File: src/rtl/cifra_cesar_buffer.sv
// Caesar-cipher message buffer.
// Collects up to MSG_LEN letter codes, one per press of the entry button.
// On the start button it plays the stored word back one ciphered letter at a
// time, holding each letter on saida for SCROLL_DIV clock cycles.
module cifra_cesar_buffer #(
  parameter int MSG_LEN    = 8,
  parameter int SCROLL_DIV = 50000000
) (
  input  logic                           clk,
  input  logic                           reset,
  input  logic [4:0]                     entrada,
  input  logic                           pronto,
  input  logic [4:0]                     chave,
  input  logic                           modo,
  input  logic                           iniciar,
  output logic [4:0]                     saida,
  output logic                           saida_valid,
  output logic                           ocupado,
  output logic                           cheio,
  output logic [$clog2(MSG_LEN+1)-1:0]   contagem
);

  localparam int CW = $clog2(MSG_LEN + 1);
  localparam int IW = $clog2(MSG_LEN);
  localparam int TW = $clog2(SCROLL_DIV);

  localparam logic [4:0]    BLANK      = 5'd31;
  localparam logic [TW-1:0] TIMER_LAST = TW'(SCROLL_DIV - 1);
  localparam logic [CW-1:0] FULL_COUNT = CW'(MSG_LEN);

  typedef enum logic [0:0] {
    IDLE = 1'b0,
    SHOW = 1'b1
  } state_t;

  // Key reduction: any 5-bit key folds into 0..25 (26 -> 0, 31 -> 5).
  function automatic logic [4:0] reduce_key(input logic [4:0] c);
    logic [4:0] r;
    if (c >= 5'd26) begin
      r = c - 5'd26;
    end else begin
      r = c;
    end
    return r;
  endfunction

  // Shift a letter by k (forward to encrypt, backward to decrypt).
  // Non-letter codes 26..31 pass through untouched; a single conditional
  // subtract of 26 suffices because the 6-bit sum never reaches 52.
  function automatic logic [4:0] cipher(input logic [4:0] x,
                                        input logic [4:0] k,
                                        input logic       dec);
    logic [5:0] s;
    logic [4:0] r;
    if (x >= 5'd26) begin
      r = x;
    end else begin
      if (dec) begin
        s = {1'b0, x} + 6'd26 - {1'b0, k};
      end else begin
        s = {1'b0, x} + {1'b0, k};
      end
      if (s >= 6'd26) begin
        s = s - 6'd26;
      end else begin
        s = s;
      end
      r = s[4:0];
    end
    return r;
  endfunction

  state_t          state_r;
  logic [4:0]      mem_r [MSG_LEN];
  logic [CW-1:0]   contagem_r;
  logic            cheio_r;
  logic            ocupado_r;
  logic [4:0]      saida_r;
  logic            saida_valid_r;
  logic [IW-1:0]   idx_r;
  logic [TW-1:0]   timer_r;
  logic [4:0]      key_r;
  logic            modo_r;

  logic            pronto_meta_r, pronto_sync_r, pronto_hist_r;
  logic            iniciar_meta_r, iniciar_sync_r, iniciar_hist_r;

  logic            pronto_edge_s;
  logic            iniciar_edge_s;
  logic            store_s;
  logic            start_s;
  logic [CW-1:0]   count_next_s;
  logic [IW-1:0]   wr_idx_s;
  logic [IW-1:0]   idx_next_s;
  logic [CW-1:0]   idx_next_wide_s;
  logic            more_s;
  logic [4:0]      key_in_s;
  logic [4:0]      first_s;

  // Two-flop synchronizers plus a history flop for both asynchronous buttons.
  always_ff @(posedge clk or posedge reset) begin
    if (reset) begin
      pronto_meta_r  <= 1'b0;
      pronto_sync_r  <= 1'b0;
      pronto_hist_r  <= 1'b0;
      iniciar_meta_r <= 1'b0;
      iniciar_sync_r <= 1'b0;
      iniciar_hist_r <= 1'b0;
    end else begin
      pronto_meta_r  <= pronto;
      pronto_sync_r  <= pronto_meta_r;
      pronto_hist_r  <= pronto_sync_r;
      iniciar_meta_r <= iniciar;
      iniciar_sync_r <= iniciar_meta_r;
      iniciar_hist_r <= iniciar_sync_r;
    end
  end

  // Edge detection, store/start decisions and playback index arithmetic.
  always_comb begin
    pronto_edge_s   = pronto_sync_r & ~pronto_hist_r;
    iniciar_edge_s  = iniciar_sync_r & ~iniciar_hist_r;
    store_s         = (state_r == IDLE) && pronto_edge_s && !cheio_r;
    count_next_s    = contagem_r + CW'(store_s);
    start_s         = (state_r == IDLE) && iniciar_edge_s && (count_next_s != '0);
    wr_idx_s        = contagem_r[IW-1:0];
    idx_next_s      = idx_r + IW'(1);
    idx_next_wide_s = CW'(idx_r) + CW'(1);
    more_s          = (idx_next_wide_s < contagem_r);
    key_in_s        = reduce_key(chave);
    // A letter stored on the same cycle as the start lands in slot 0 only
    // when the buffer was empty, so it must bypass the memory read.
    if (contagem_r == '0) begin
      first_s = entrada;
    end else begin
      first_s = mem_r[0];
    end
  end

  // Message storage; contents are don't-care after reset.
  always_ff @(posedge clk) begin
    if (store_s) begin
      mem_r[wr_idx_s] <= entrada;
    end
  end

  // Main control: capture in IDLE, timed ciphered playback in SHOW.
  always_ff @(posedge clk or posedge reset) begin
    if (reset) begin
      state_r       <= IDLE;
      contagem_r    <= '0;
      cheio_r       <= 1'b0;
      ocupado_r     <= 1'b0;
      saida_r       <= BLANK;
      saida_valid_r <= 1'b0;
      idx_r         <= '0;
      timer_r       <= '0;
      key_r         <= 5'd0;
      modo_r        <= 1'b0;
    end else begin
      case (state_r)
        IDLE: begin
          if (store_s) begin
            contagem_r <= count_next_s;
            cheio_r    <= (count_next_s == FULL_COUNT);
          end
          if (start_s) begin
            state_r       <= SHOW;
            ocupado_r     <= 1'b1;
            key_r         <= key_in_s;
            modo_r        <= modo;
            idx_r         <= '0;
            timer_r       <= '0;
            saida_r       <= cipher(first_s, key_in_s, modo);
            saida_valid_r <= 1'b1;
          end else if (store_s) begin
            saida_r <= entrada;
          end
        end
        SHOW: begin
          if (timer_r == TIMER_LAST) begin
            timer_r <= '0;
            if (more_s) begin
              idx_r   <= idx_next_s;
              saida_r <= cipher(mem_r[idx_next_s], key_r, modo_r);
            end else begin
              state_r       <= IDLE;
              ocupado_r     <= 1'b0;
              contagem_r    <= '0;
              cheio_r       <= 1'b0;
              saida_r       <= BLANK;
              saida_valid_r <= 1'b0;
            end
          end else begin
            timer_r <= timer_r + TW'(1);
          end
        end
        default: begin
          state_r       <= IDLE;
          ocupado_r     <= 1'b0;
          contagem_r    <= '0;
          cheio_r       <= 1'b0;
          saida_r       <= BLANK;
          saida_valid_r <= 1'b0;
        end
      endcase
    end
  end

  assign saida       = saida_r;
  assign saida_valid = saida_valid_r;
  assign ocupado     = ocupado_r;
  assign cheio       = cheio_r;
  assign contagem    = contagem_r;

endmodule
File: config.mk
export PLATFORM = sky130hd
export DESIGN_NAME = cifra_cesar_buffer
export DESIGN_NICKNAME = d
export VERILOG_FILES = /design/src/rtl/cifra_cesar_buffer.sv
export SDC_FILE = /design/constraint.sdc
export NUM_CORES = 1
export LEC_CHECK = 0
export ABC_AREA = 1
export CORE_ASPECT_RATIO = 1.75
export CORE_UTILIZATION = 44
export CTS_CLUSTER_DIAMETER = 60
export DETAILED_ROUTE_END_ITERATION = 6
export MAX_ROUTING_LAYER = met4
export PLACE_DENSITY = 0.7
export REMOVE_ABC_BUFFERS = 1
export SKIP_CTS_REPAIR_TIMING = 1
export SLEW_MARGIN = 0
export SYNTH_ARGS = -nofsm -noshare
export SYNTH_HDL_FRONTEND = slang
export SYNTH_SLANG_ARGS = --single-unit
File: constraint.sdc
create_clock -name clk -period 4.15 [get_ports clk]
set_input_delay 0.415 -clock clk [delete_from_list [all_inputs] [get_ports clk]]
set_output_delay 0.415 -clock clk [all_outputs]
set_load 0.01 [all_outputs]
==> impl_results.md <==
- PD cells: ~830 nW/um^2
- Post-Synthesis Cells: around 740
- N_diodes: 0
- Worst path bufs/invs: 4
- Layout net count: ~830
- CP max FO: 11
- DP Area: ~6500 sq um
- Commonest cells after routing, fill and taps aside: 155 x nand2_1, 110 x inv_1, 69 x nor2_1
- GRT Total Usage: 0.218
- Mean post-synth cell area: 8.15 sq um
- Critical Path AT: 4050 ps
- DR DRC count: 0
- First-pass GRT wire length: between 20 and 25 mm
- Initial core utilization: 0.449
- Post-synth EDFFs: 40
- CP max stage cell: dfrtp_1
- Die area: roughly 14000 sq um
- Hold Crit Class: register to register
- Clock sink total: a little over 90
- Crit Path Category: register to register
- Worst slew pin tran: approximately 760 ps
- Ys async rst share: 0.570
- Crit path cell chain: ha_1 -> buf_4 -> a21oi_1 -> o21ai_0 -> nand2_1 -> inv_1 -> o21ai_2 -> inv_1 -> ha_1 -> inv_1 -> ha_1 -> fa_1 -> or2_2 -> nand3_1 -> nand2_1 -> nand3_1 -> nand3_1 -> nand2_1 -> nand3_1 -> nand2_1 -> nand3_1 -> nand2_1
- Post-route ant nets: 0
- Synth-to-Final Area Change: 13.1%
- Maximum VDD drop: approximately 0.45 mV
- Startpoint Class: register
- Grt ovf: 0
- Total Wirelength: 14.2 mm
- Max Slew Vio Count: 0
- Setup TNS: 0 ps
- Vias: 4937
- Clk buf depth: 2
- Post-layout min period: roughly 3800 ps
- FMAX: about 270 MHz
- Netlist Area Pre-Place: 6000 sq um
- Fin area: around 6800 sq um
- CP max stage delay: 400 ps
- Status: completed
- IO Pins: 27
- Yosys cell types: 47
- Most used DFF post-synth: dfrtp_1
- Die Width: 90.3 um
- Total core area: approximately 13000 sq um
- Antenna violations before repair: 0
- Worst-path clk slew: 70 ps
- Commonest non-fill, non-tap cell in the layout: nand2_1
- Seq/Total Area, Yosys: 0.422
- Height of the chip: 157 um
- Row count: between 50 and 60
- Final period utilization: 0.905
- Critical path data required time: 4450 ps
- Final Hold Viols: 0
- CP endpoint kind: register
- RSZ-0062 raised after global routing: false
- Pleak: approximately 3.1 nW
- Placer congestion estimate: 0.897
- Layout cells sized above 1: 0.0954
- H-tree depth: 3
- Worst slew margin relative to its limit: 0.494
- CTS Buf Count: 9
- CTS tree: yes
- Clock Skew: just over 9 ps
- Post-DP HPWL: 10.7 mm
- Crit path max-delay family: simple AND/OR/NAND/NOR gates
- Clk_lat worst skew: about 350 ps
- Post-synthesis register bit count: 93
- WL/cell: 14.9 um
- Detail-routed via count per cell: 5.20
- Warnings, synthesis: 0
- Largest net degree at the start of global routing: 35
- Pre-antenna DRT Iters: 5
- DRT iter0 DRCs: between 200 and 300
- Number of global-route vias before repair: roughly 4900
- Port buffer count: 26
- Total of max-cap violations: 0
- Final Setup Violations: 0
- # fillers: ~1300
- Clk root buf: clkbuf_16
report_power, final:
part	leakage (nW)	internal [mW]	total [mW]	switching [mW]
combinational	1.93	1.34	3.54	2.20
sequential	1.03	1.09	1.23	0.135
clock	0.152	0.434	0.847	0.414
total	3.11	2.86	5.61	2.75
area by class of cell:
cell class,instances,area (sq um),share of cell area
sequential,93,2530,0.373
multi-input combinational,512,2930,0.432
clock inverter,7,88.8,0.0131
tap,174,218,0.0321
inverter,117,439,0.0647
timing repair buffer,38,350,0.0516
clock buffer,9,225,0.0332
state kept, by name, indices dropped and copies added (netlist names), 3 cells and up:
| register | flops |
|---|---|
| mem_r | 40 |
| timer_r | 26 |
| key_r | 5 |
| saida | 5 |
| contagem | 4 |
| idx_r | 3 |
per-layer routing:
layer | track usage | part of all wire
met5 | - | 0
met4 | 0.0991 | 0.038
met3 | 0.0272 | 0.021
met2 | 0.422 | 0.56
met1 | 0.214 | 0.38
logic make-up (layout without fill, tap and decap cells):
group,Yosys count,count (layout),share of synthesized area
AO/OA/AOI/OAI,134,134,0.129
flip-flops,93,93,0.422
XOR/XNOR,19,19,0.0277
adder cells (fa/ha/maj),42,42,0.0913
buffers and inverters,132,171,0.0892
AND/OR/NAND/NOR,317,317,0.241
metrics by stage:
step	hold WS, ps	setup WS (ps)	total power [mW]	util	cells
after floorplan	331	373	3.86	-	722
after global placement	335	222	4.71	0.484	934
after detailed placement	336	140	4.76	0.484	934
after CTS	353	382	5.63	0.507	950
after global routing	361	67.6	6.19	0.507	950
final	351	395	5.61	0.507	950
path summary, 6_finish.rpt:
| kind | startpoint | endpoint | slack (ps) | cells after the start |
|---|---|---|---|---|
| setup reg to reg | idx_r[0]$_DFFE_PP0P_ | saida[1]$_DFFE_PP1P_ | 390 | 22 |
| hold / removal | iniciar_meta_r$_DFF_PP0_ | iniciar_sync_r$_DFF_PP0_ | 350 | 0 |
| setup / recovery | idx_r[0]$_DFFE_PP0P_ | saida[1]$_DFFE_PP1P_ | 390 | 22 |
| min in group asynchronous | reset | contagem[2]$_DFFE_PP0P_ | 510 | 2 |
| max in group asynchronous | reset | saida[0]$_DFFE_PP1P_ | 2790 | 3 |
| hold reg to reg | iniciar_meta_r$_DFF_PP0_ | iniciar_sync_r$_DFF_PP0_ | 350 | 0 |
synthesized netlist by cell type (3+ instances only):
library cell / number / area [sq um]
nor2_1: 69 / 259
o22ai_1: 17 / 106
edfxtp_1: 40 / 1200
dfrtp_1: 48 / 1200
a31oi_1: 4 / 25.0
nor3_1: 5 / 25.0
o21ai_0: 48 / 240
o21ai_2: 5 / 43.8
nand4_1: 12 / 75.1
o32ai_1: 3 / 26.3
o21ai_1: 15 / 75.1
nand3_1: 43 / 215
nand3_2: 4 / 40.0
a21oi_1: 27 / 135
o21a_1: 4 / 30.0
dfstp_2: 5 / 131
fa_1: 3 / 60.1
ha_1: 39 / 488
nor2_2: 5 / 31.3
xnor2_1: 3 / 26.3
inv_2: 5 / 18.8
nor3_2: 4 / 40.0
buf_6: 3 / 33.8
nand2_1: 155 / 582
inv_1: 111 / 417
nand2_2: 6 / 37.5
buf_2: 8 / 40.0
xor2_1: 16 / 140
(Power assumes the default switching activity.)
